## config.mk

```make
export PLATFORM = sky130hd
export DESIGN_NAME = prog_ctr_gen_flat
export DESIGN_NICKNAME = d
export VERILOG_FILES = /design/src/rtl/prog_ctr_gen_pkg.sv /design/src/rtl/prog_ctr_gen_if.sv /design/src/rtl/prog_ctr_gen_ret_stack.sv /design/src/rtl/prog_ctr_gen.sv /design/src/flat_wrapper.sv
export SDC_FILE = /design/constraint.sdc
export NUM_CORES = 1
export LEC_CHECK = 0
export CORE_UTILIZATION = 57
export DETAILED_ROUTE_END_ITERATION = 8
export DONT_BUFFER_PORTS = 1
export GPL_TIMING_DRIVEN = 0
export PLACE_DENSITY = 0.82
export SLEW_MARGIN = 20
export SYNTH_ARGS = -nofsm -noshare
export SYNTH_HDL_FRONTEND = slang
export SYNTH_SLANG_ARGS = --single-unit
```

## constraint.sdc

```tcl
create_clock -name Clk -period 2 [get_ports Clk]
set_input_delay 0.3 -clock Clk [delete_from_list [all_inputs] [get_ports Clk]]
set_output_delay 0.3 -clock Clk [all_outputs]
set_load 0.005 [all_outputs]
```

## src/rtl/prog_ctr_gen_pkg.sv

```systemverilog
// Shared types, default sizes and helpers for the program counter generator.
package prog_ctr_pkg;

  typedef enum logic [2:0] {
    PC_HOLD,
    PC_INC,
    PC_ABS,
    PC_REL,
    PC_CALL,
    PC_RET
  } pc_sel_e;

  localparam int unsigned DEF_PW        = 8;
  localparam int unsigned DEF_STALL_DIV = 4;
  localparam int unsigned DEF_DEPTH     = 4;

  // Sign-extend the low w bits of off (1 <= w <= 32) to a full 32-bit word.
  function automatic logic [31:0] sext_off(input logic [31:0] off, input int unsigned w);
    int unsigned sh;
    sh = 32 - w;
    return $unsigned(($signed(off << sh)) >>> sh);
  endfunction

endpackage

```

## src/rtl/prog_ctr_gen_if.sv

```systemverilog
// Decoder-to-PC bundle: branch/call/return strobes in, PC and stack status out.
interface prog_ctr_gen_if
  import prog_ctr_pkg::*;
#(
  parameter int unsigned PW    = DEF_PW,
  parameter int unsigned DEPTH = DEF_DEPTH
) ();

  localparam int unsigned DW = $clog2(DEPTH + 1);

  logic          Start;
  logic          StallCtr;
  logic          Jen;
  logic          Zero;
  logic          Rel;
  logic          Call;
  logic          Ret;
  logic [PW-1:0] Jump;
  logic [PW-1:0] PC;
  logic [DW-1:0] Depth;
  logic          Ovf;
  logic          Unf;

  modport master (
    output Start, StallCtr, Jen, Zero, Rel, Call, Ret, Jump,
    input  PC, Depth, Ovf, Unf
  );

  modport slave (
    input  Start, StallCtr, Jen, Zero, Rel, Call, Ret, Jump,
    output PC, Depth, Ovf, Unf
  );

endinterface

```

## src/rtl/prog_ctr_gen_ret_stack.sv

```systemverilog
// Return-address LIFO; the caller never issues push and pop in the same cycle.
module ret_stack #(
  parameter int unsigned W     = 8,
  parameter int unsigned DEPTH = 4
) (
  input  logic                         Clk,
  input  logic                         Reset,
  input  logic                         push,
  input  logic                         pop,
  input  logic [W-1:0]                 din,
  output logic [W-1:0]                 top,
  output logic [$clog2(DEPTH+1)-1:0]   depth,
  output logic                         full,
  output logic                         empty
);

  localparam int unsigned DW      = $clog2(DEPTH + 1);
  localparam int unsigned AW      = (DEPTH > 1) ? $clog2(DEPTH) : 1;
  localparam int unsigned ENTRIES = 1 << AW;

  logic [W-1:0]  mem [ENTRIES];
  logic [DW-1:0] depth_q;
  logic [AW-1:0] top_idx;

  // Entries above the current depth are never read, so the modular
  // subtraction on the low address bits always lands on the top entry.
  assign top_idx = depth_q[AW-1:0] - AW'(1);
  assign top     = mem[top_idx];
  assign depth   = depth_q;
  assign full    = (depth_q == DW'(DEPTH));
  assign empty   = (depth_q == '0);

  // NOTE: storage is deliberately left out of reset; depth_q alone
  // defines which entries are valid, and an unreset array stays plain RAM.
  always_ff @(posedge Clk) begin
    if (push) mem[depth_q[AW-1:0]] <= din;
  end

  always_ff @(posedge Clk or posedge Reset) begin
    if (Reset)     depth_q <= '0;
    else if (push) depth_q <= depth_q + DW'(1);
    else if (pop)  depth_q <= depth_q - DW'(1);
  end

endmodule

```

## src/rtl/prog_ctr_gen.sv

```systemverilog
// Program counter with stall divider, absolute/relative branches and a
// hardware call/return stack with sticky overflow/underflow flags.
module prog_ctr_gen
  import prog_ctr_pkg::*;
#(
  parameter int unsigned   PW        = DEF_PW,
  parameter int unsigned   STALL_DIV = DEF_STALL_DIV,
  parameter int unsigned   DEPTH     = DEF_DEPTH,
  parameter logic [PW-1:0] RESET_PC  = '0
) (
  input logic          Clk,
  input logic          Reset,
  prog_ctr_gen_if.slave bus
);

  localparam int unsigned CW = (STALL_DIV > 1) ? $clog2(STALL_DIV) : 1;
  localparam int unsigned DW = $clog2(DEPTH + 1);

  logic [CW-1:0] ct_q;
  logic [PW-1:0] pc_q;
  logic [PW-1:0] pc_inc;
  logic [PW-1:0] pc_nxt;
  logic [PW-1:0] stk_top;
  logic [DW-1:0] stk_depth;
  logic [31:0]   rel_off;
  logic          stk_full, stk_empty;
  logic          push, pop, ovf_set, unf_set;
  logic          ovf_q, unf_q;
  logic          adv;
  pc_sel_e       sel;

  assign adv     = !bus.Start && (!bus.StallCtr || ct_q == '0);
  assign pc_inc  = pc_q + PW'(1);
  assign rel_off = sext_off(32'(bus.Jump), PW);

  // NOTE: every output gets a default first so no path leaves one unassigned
  // and infers a latch.
  always_comb begin
    sel     = PC_HOLD;
    push    = 1'b0;
    pop     = 1'b0;
    ovf_set = 1'b0;
    unf_set = 1'b0;
    if (adv) begin
      if (bus.Ret) begin
        sel     = stk_empty ? PC_INC : PC_RET;
        pop     = !stk_empty;
        unf_set = stk_empty;
      end else if (bus.Call) begin
        sel     = PC_CALL;
        push    = !stk_full;
        ovf_set = stk_full;
      end else if (bus.Jen && bus.Zero) begin
        sel = bus.Rel ? PC_REL : PC_ABS;
      end else begin
        sel = PC_INC;
      end
    end
  end

  always_comb begin
    pc_nxt = pc_q;
    unique case (sel)
      PC_HOLD: pc_nxt = pc_q;
      PC_INC:  pc_nxt = pc_inc;
      PC_ABS:  pc_nxt = bus.Jump;
      PC_REL:  pc_nxt = pc_q + rel_off[PW-1:0];
      PC_CALL: pc_nxt = bus.Jump;
      PC_RET:  pc_nxt = stk_top;
      default: pc_nxt = pc_q;
    endcase
  end

  // NOTE: state registers use non-blocking assignments so every register
  // samples pre-edge values regardless of block ordering.
  always_ff @(posedge Clk or posedge Reset) begin
    if (Reset) begin
      ct_q <= '0;
    end else if (!bus.Start) begin
      if (bus.StallCtr) ct_q <= (ct_q == CW'(STALL_DIV - 1)) ? '0 : ct_q + CW'(1);
      else              ct_q <= '0;
    end
  end

  always_ff @(posedge Clk or posedge Reset) begin
    if (Reset) begin
      pc_q  <= RESET_PC;
      ovf_q <= 1'b0;
      unf_q <= 1'b0;
    end else begin
      pc_q  <= pc_nxt;
      ovf_q <= ovf_q | ovf_set;
      unf_q <= unf_q | unf_set;
    end
  end

  ret_stack #(
    .W     (PW),
    .DEPTH (DEPTH)
  ) u_ret_stack (
    .Clk   (Clk),
    .Reset (Reset),
    .push  (push),
    .pop   (pop),
    .din   (pc_inc),
    .top   (stk_top),
    .depth (stk_depth),
    .full  (stk_full),
    .empty (stk_empty)
  );

  assign bus.PC    = pc_q;
  assign bus.Depth = stk_depth;
  assign bus.Ovf   = ovf_q;
  assign bus.Unf   = unf_q;

endmodule

```

## src/flat_wrapper.sv

```systemverilog
// flat-port wrapper written by rule: the top's interface ports become plain ports
module prog_ctr_gen_flat import prog_ctr_pkg::*;
#(
  parameter int unsigned   PW        = DEF_PW,
  parameter int unsigned   STALL_DIV = DEF_STALL_DIV,
  parameter int unsigned   DEPTH     = DEF_DEPTH,
  parameter logic [PW-1:0] RESET_PC  = '0
)
  (Clk, Reset, bus_Start, bus_StallCtr, bus_Jen, bus_Zero, bus_Rel, bus_Call, bus_Ret, bus_Jump, bus_PC, bus_Depth, bus_Ovf, bus_Unf);
  prog_ctr_gen_if #(.PW(PW), .DEPTH(DEPTH)) bus_i ();
  input logic Clk;
  input logic Reset;
  input wire logic [$bits(bus_i.Start)-1:0] bus_Start;
  input wire logic [$bits(bus_i.StallCtr)-1:0] bus_StallCtr;
  input wire logic [$bits(bus_i.Jen)-1:0] bus_Jen;
  input wire logic [$bits(bus_i.Zero)-1:0] bus_Zero;
  input wire logic [$bits(bus_i.Rel)-1:0] bus_Rel;
  input wire logic [$bits(bus_i.Call)-1:0] bus_Call;
  input wire logic [$bits(bus_i.Ret)-1:0] bus_Ret;
  input wire logic [$bits(bus_i.Jump)-1:0] bus_Jump;
  output wire logic [$bits(bus_i.PC)-1:0] bus_PC;
  output wire logic [$bits(bus_i.Depth)-1:0] bus_Depth;
  output wire logic [$bits(bus_i.Ovf)-1:0] bus_Ovf;
  output wire logic [$bits(bus_i.Unf)-1:0] bus_Unf;
  assign bus_i.Start = bus_Start;
  assign bus_i.StallCtr = bus_StallCtr;
  assign bus_i.Jen = bus_Jen;
  assign bus_i.Zero = bus_Zero;
  assign bus_i.Rel = bus_Rel;
  assign bus_i.Call = bus_Call;
  assign bus_i.Ret = bus_Ret;
  assign bus_i.Jump = bus_Jump;
  assign bus_PC = bus_i.PC;
  assign bus_Depth = bus_i.Depth;
  assign bus_Ovf = bus_i.Ovf;
  assign bus_Unf = bus_i.Unf;
  prog_ctr_gen #(.PW(PW), .STALL_DIV(STALL_DIV), .DEPTH(DEPTH), .RESET_PC(RESET_PC)) u_core (.Clk(Clk), .Reset(Reset), .bus(bus_i));
endmodule
```

==> metrics.md <==
| Metric | Value |
|---|---|
| Clk sink count | `47` |
| Pwr dens | `1370 mW/mm2` |
| Status | `complete, no violations` |
| Placer Congestion | `between 0.8 and 0.9` |
| CTS clock-pin slew for the worst setup and hold paths | `80 ps` |
| Final Critical Period | `1950 ps` |
| Measured slew at the worst slew-check pin | `roughly 600 ps` |
| Fin area | `between 0.002 and 0.003 mm2` |
| Initial Util | `0.596` |
| CTS H-tree lvls | `2` |
| EDFF count, synth | `32` |
| Wire per inst | `roughly 19 um` |
| Worst hold slack | `roughly 110 ps` |
| Peak supply drop | `approximately 0.5 mV` |
| Net count after synthesis | `around 240` |
| # setup viols final | `0` |
| Placeable Area | `0.00438 mm2` |
| Detail Route Antenna Nets | `0` |
| Kind of critical path | `register to register` |
| Largest net degree at the start of global routing | `16` |
| CTS Buf Count | `5` |
| Synthesized area per cell | `12.9 um2` |
| Total track usage | `0.222` |
| DIE HEIGHT | `around 70 um` |
| Nets@finish | `250` |
| Vias in the first global route | `between 1.5k and 2k` |
| Yosys warning total | `0` |
| Final period utilization | `0.977` |
| CP Data Arrival Time | `2130 ps` |
| Hold Path Class | `input port to register` |
| Post-synthesis cell type count | `53` |
| Slew margin rel. | `0.609` |
| Die width | `approximately 70 um` |
| Vias | `roughly 1.7k` |
| Slew Limit Fails | `0` |
| Total iterations of the first detailed-routing run | `4` |
| Register area share after synthesis | `0.511` |
| Area Overhead vs Synth | `12.8%` |
| Initial antenna violation count | `0` |
| Post-synth top flop | `edfxtp_1` |
| I/O pin cnt | `30` |
| Skew-Pair Late Insertion Delay | `slightly below 300 ps` |
| Top post-synthesis cells by area | `edfxtp_1, dfrtp_1, ha_1, mux4_2, a21oi_1` |
| Setup crit end kind | `register` |
| CTS tree | `yes` |
| WP data required | `roughly 2200 ps` |
| DP HPWL | `3610 um` |
| Worst Skew | `between 6 and 7 ps` |
| Full die area | `slightly below 0.005 mm2` |
| P_leak | `~0.0011 uW` |
| Ys async rst share | `0.319` |
| Root Buffer | `clkbuf_8` |
| First-pass GRT wire length | `between 8000 and 9000 um` |
| Total Power | `4030 uW` |
| Synth area leader | `edfxtp_1` |
| Post-synth top area share | `0.368` |
| Post-Layout Cell Count | `270` |
| Cells after DPL | `between 200 and 300` |
| Ant diodes | `0` |
| CP Max Fanout | `4` |
| DRC Markers | `0` |
| Floorplan row count | `24` |
| Post-DP Area | `0.00270 mm2` |
| Number of vias per cell | `between 6 and 7` |
| Share of layout cells above drive strength 1 | `0.266` |
| Fmax | `512 MHz` |
| Fin. Hold Viols | `0` |
| WL final | `roughly 5100 um` |
| Initial drt markers | `141` |
| Syn Inst Count | `~200` |
| Clock Path Buffers | `2` |
| Util after Layout | `0.672` |
| I/O Buffers | `0` |
| Post-synthesis instance area | `~0.0026 mm2` |
| Maxcap violations | `0` |
| Congestion Overflow GR | `0` |
| Worst setup SP type | `register` |
| RSZ-0062 raised after global routing | `yes` |
| FF+latch count, synth | `47` |
==> layout by cell type (no fill, tap or decap), types with 5 or more instances in the layout <==
cell type,instances
ha_1,12
xor2_1,6
mux4_2,6
o21ai_0,5
inv_1,6
buf_4,7
xnor2_1,7
dfrtp_1,11
edfxtp_1,32
clkbuf_8,5
nand2_1,14
a21oi_1,11
nor2_1,8
==> cells in the mapped netlist, types with 3 or more instances <==
library cell and n:
edfxtp_1 32, dfrtp_1 15, ha_1 14, nand2_1 14, a21oi_1 13, nor2_1 10
inv_1 7, xnor2_1 7, mux4_2 6, o21ai_0 6, xor2_1 6, a21o_1 4
a221oi_1 4, nand2b_1 4, nand3_1 4, o21a_1 4, o22ai_1 4, and2_1 3
and3_1 3
==> worst max-delay path, cell delays in order, from the launching register on <==
cell,delay [ps]
dfrtp_1,420
inv_2,60
ha_2,150
nand2b_4,130
nand2b_4,70
a211oi_4,220
inv_1,80
fa_2,420
mux2_4,280
==> stage by stage <==
step,setup TNS [ps],setup WS [ps]
after CTS,0,10.0
after detailed placement,-3120,-219
after floorplan,0,1.07
after global placement,-5100,-463
final,0,45.3
after global routing,-91.3,-47.7
==> routing by layer <==
metal / vias to the layer above / track usage / share of wire / wire (um)
li1: 799 / - / - / -
met1: 849 / 0.313 / 0.45 / 2320
met2: 42 / 0.354 / 0.50 / 2570
met3: 2 / 0.0509 / 0.039 / 201
met4: 0 / 0.0511 / 0.0049 / 25
met5: - / 0 / 0 / 0
==> repair_timing <==
item                                    4_1_cts  5_1_grt
endpoints found under the hold margin        15        0
pin swaps                                     1        2
hold buffers                                  1        0
gates resized for setup                       6       18
endpoints found under the setup margin       37       39
buffers inserted                              3        4
==> layout make-up <==
| cell class | instances | area, um2 |
|---|---|---|
| Timing Repair Buffer | 8 | 62.6 |
| Inverter | 7 | 26.3 |
| Fill cell | 297 | 1440 |
| Clock buffer | 5 | 68.8 |
| Buffer | 4 | 32.5 |
| Tap cell | 52 | 65.1 |
| Clock inverter | 3 | 43.8 |
| Multi-Input combinational cell | 144 | 1310 |
| Sequential cell | 47 | 1340 |
==> flip-flops by register name (all words and copies together) (netlist names) <==
name and cells:
u_core.bus.Ovf 1, u_core.u_ret_stack.depth 3, u_core.u_ret_stack.mem 32, u_core.bus.Unf 1, u_core.bus.PC 8, u_core.ct_q 2
==> logic make-up after synthesis <==
| logic type | after synthesis | share of synthesized area |
|---|---|---|
| simple gates | 55 | 0.120 |
| compound gates | 50 | 0.141 |
| flops | 47 | 0.511 |
| fa+ha+maj | 16 | 0.0823 |
| xor+xnor | 13 | 0.0436 |
| buf+inv | 12 | 0.0220 |
| mux | 10 | 0.0799 |
==> path summary, 6_finish.rpt <==
check,startpoint,to,slack [ps],cells after the start
max in group asynchronous,Reset,u_core.bus.PC[3],1080,2
hold reg to reg,u_core.bus.Ovf,u_core.bus.Ovf,520,1
setup / recovery,u_core.ct_q[0],u_core.u_ret_stack.depth[1],50,8
setup reg to reg,u_core.ct_q[0],u_core.u_ret_stack.depth[1],50,8
min in group asynchronous,Reset,u_core.u_ret_stack.depth[0],500,2
hold / removal,bus_Start,u_core.ct_q[1],110,1
==> report_power, final <==
part           switching (uW)  internal (uW)  total, uW
combinational             859            853       1710
sequential                289           1340       1630
clock                     313            372        685
total                    1460           2570       4030
Power figures use the tool's default switching activity.
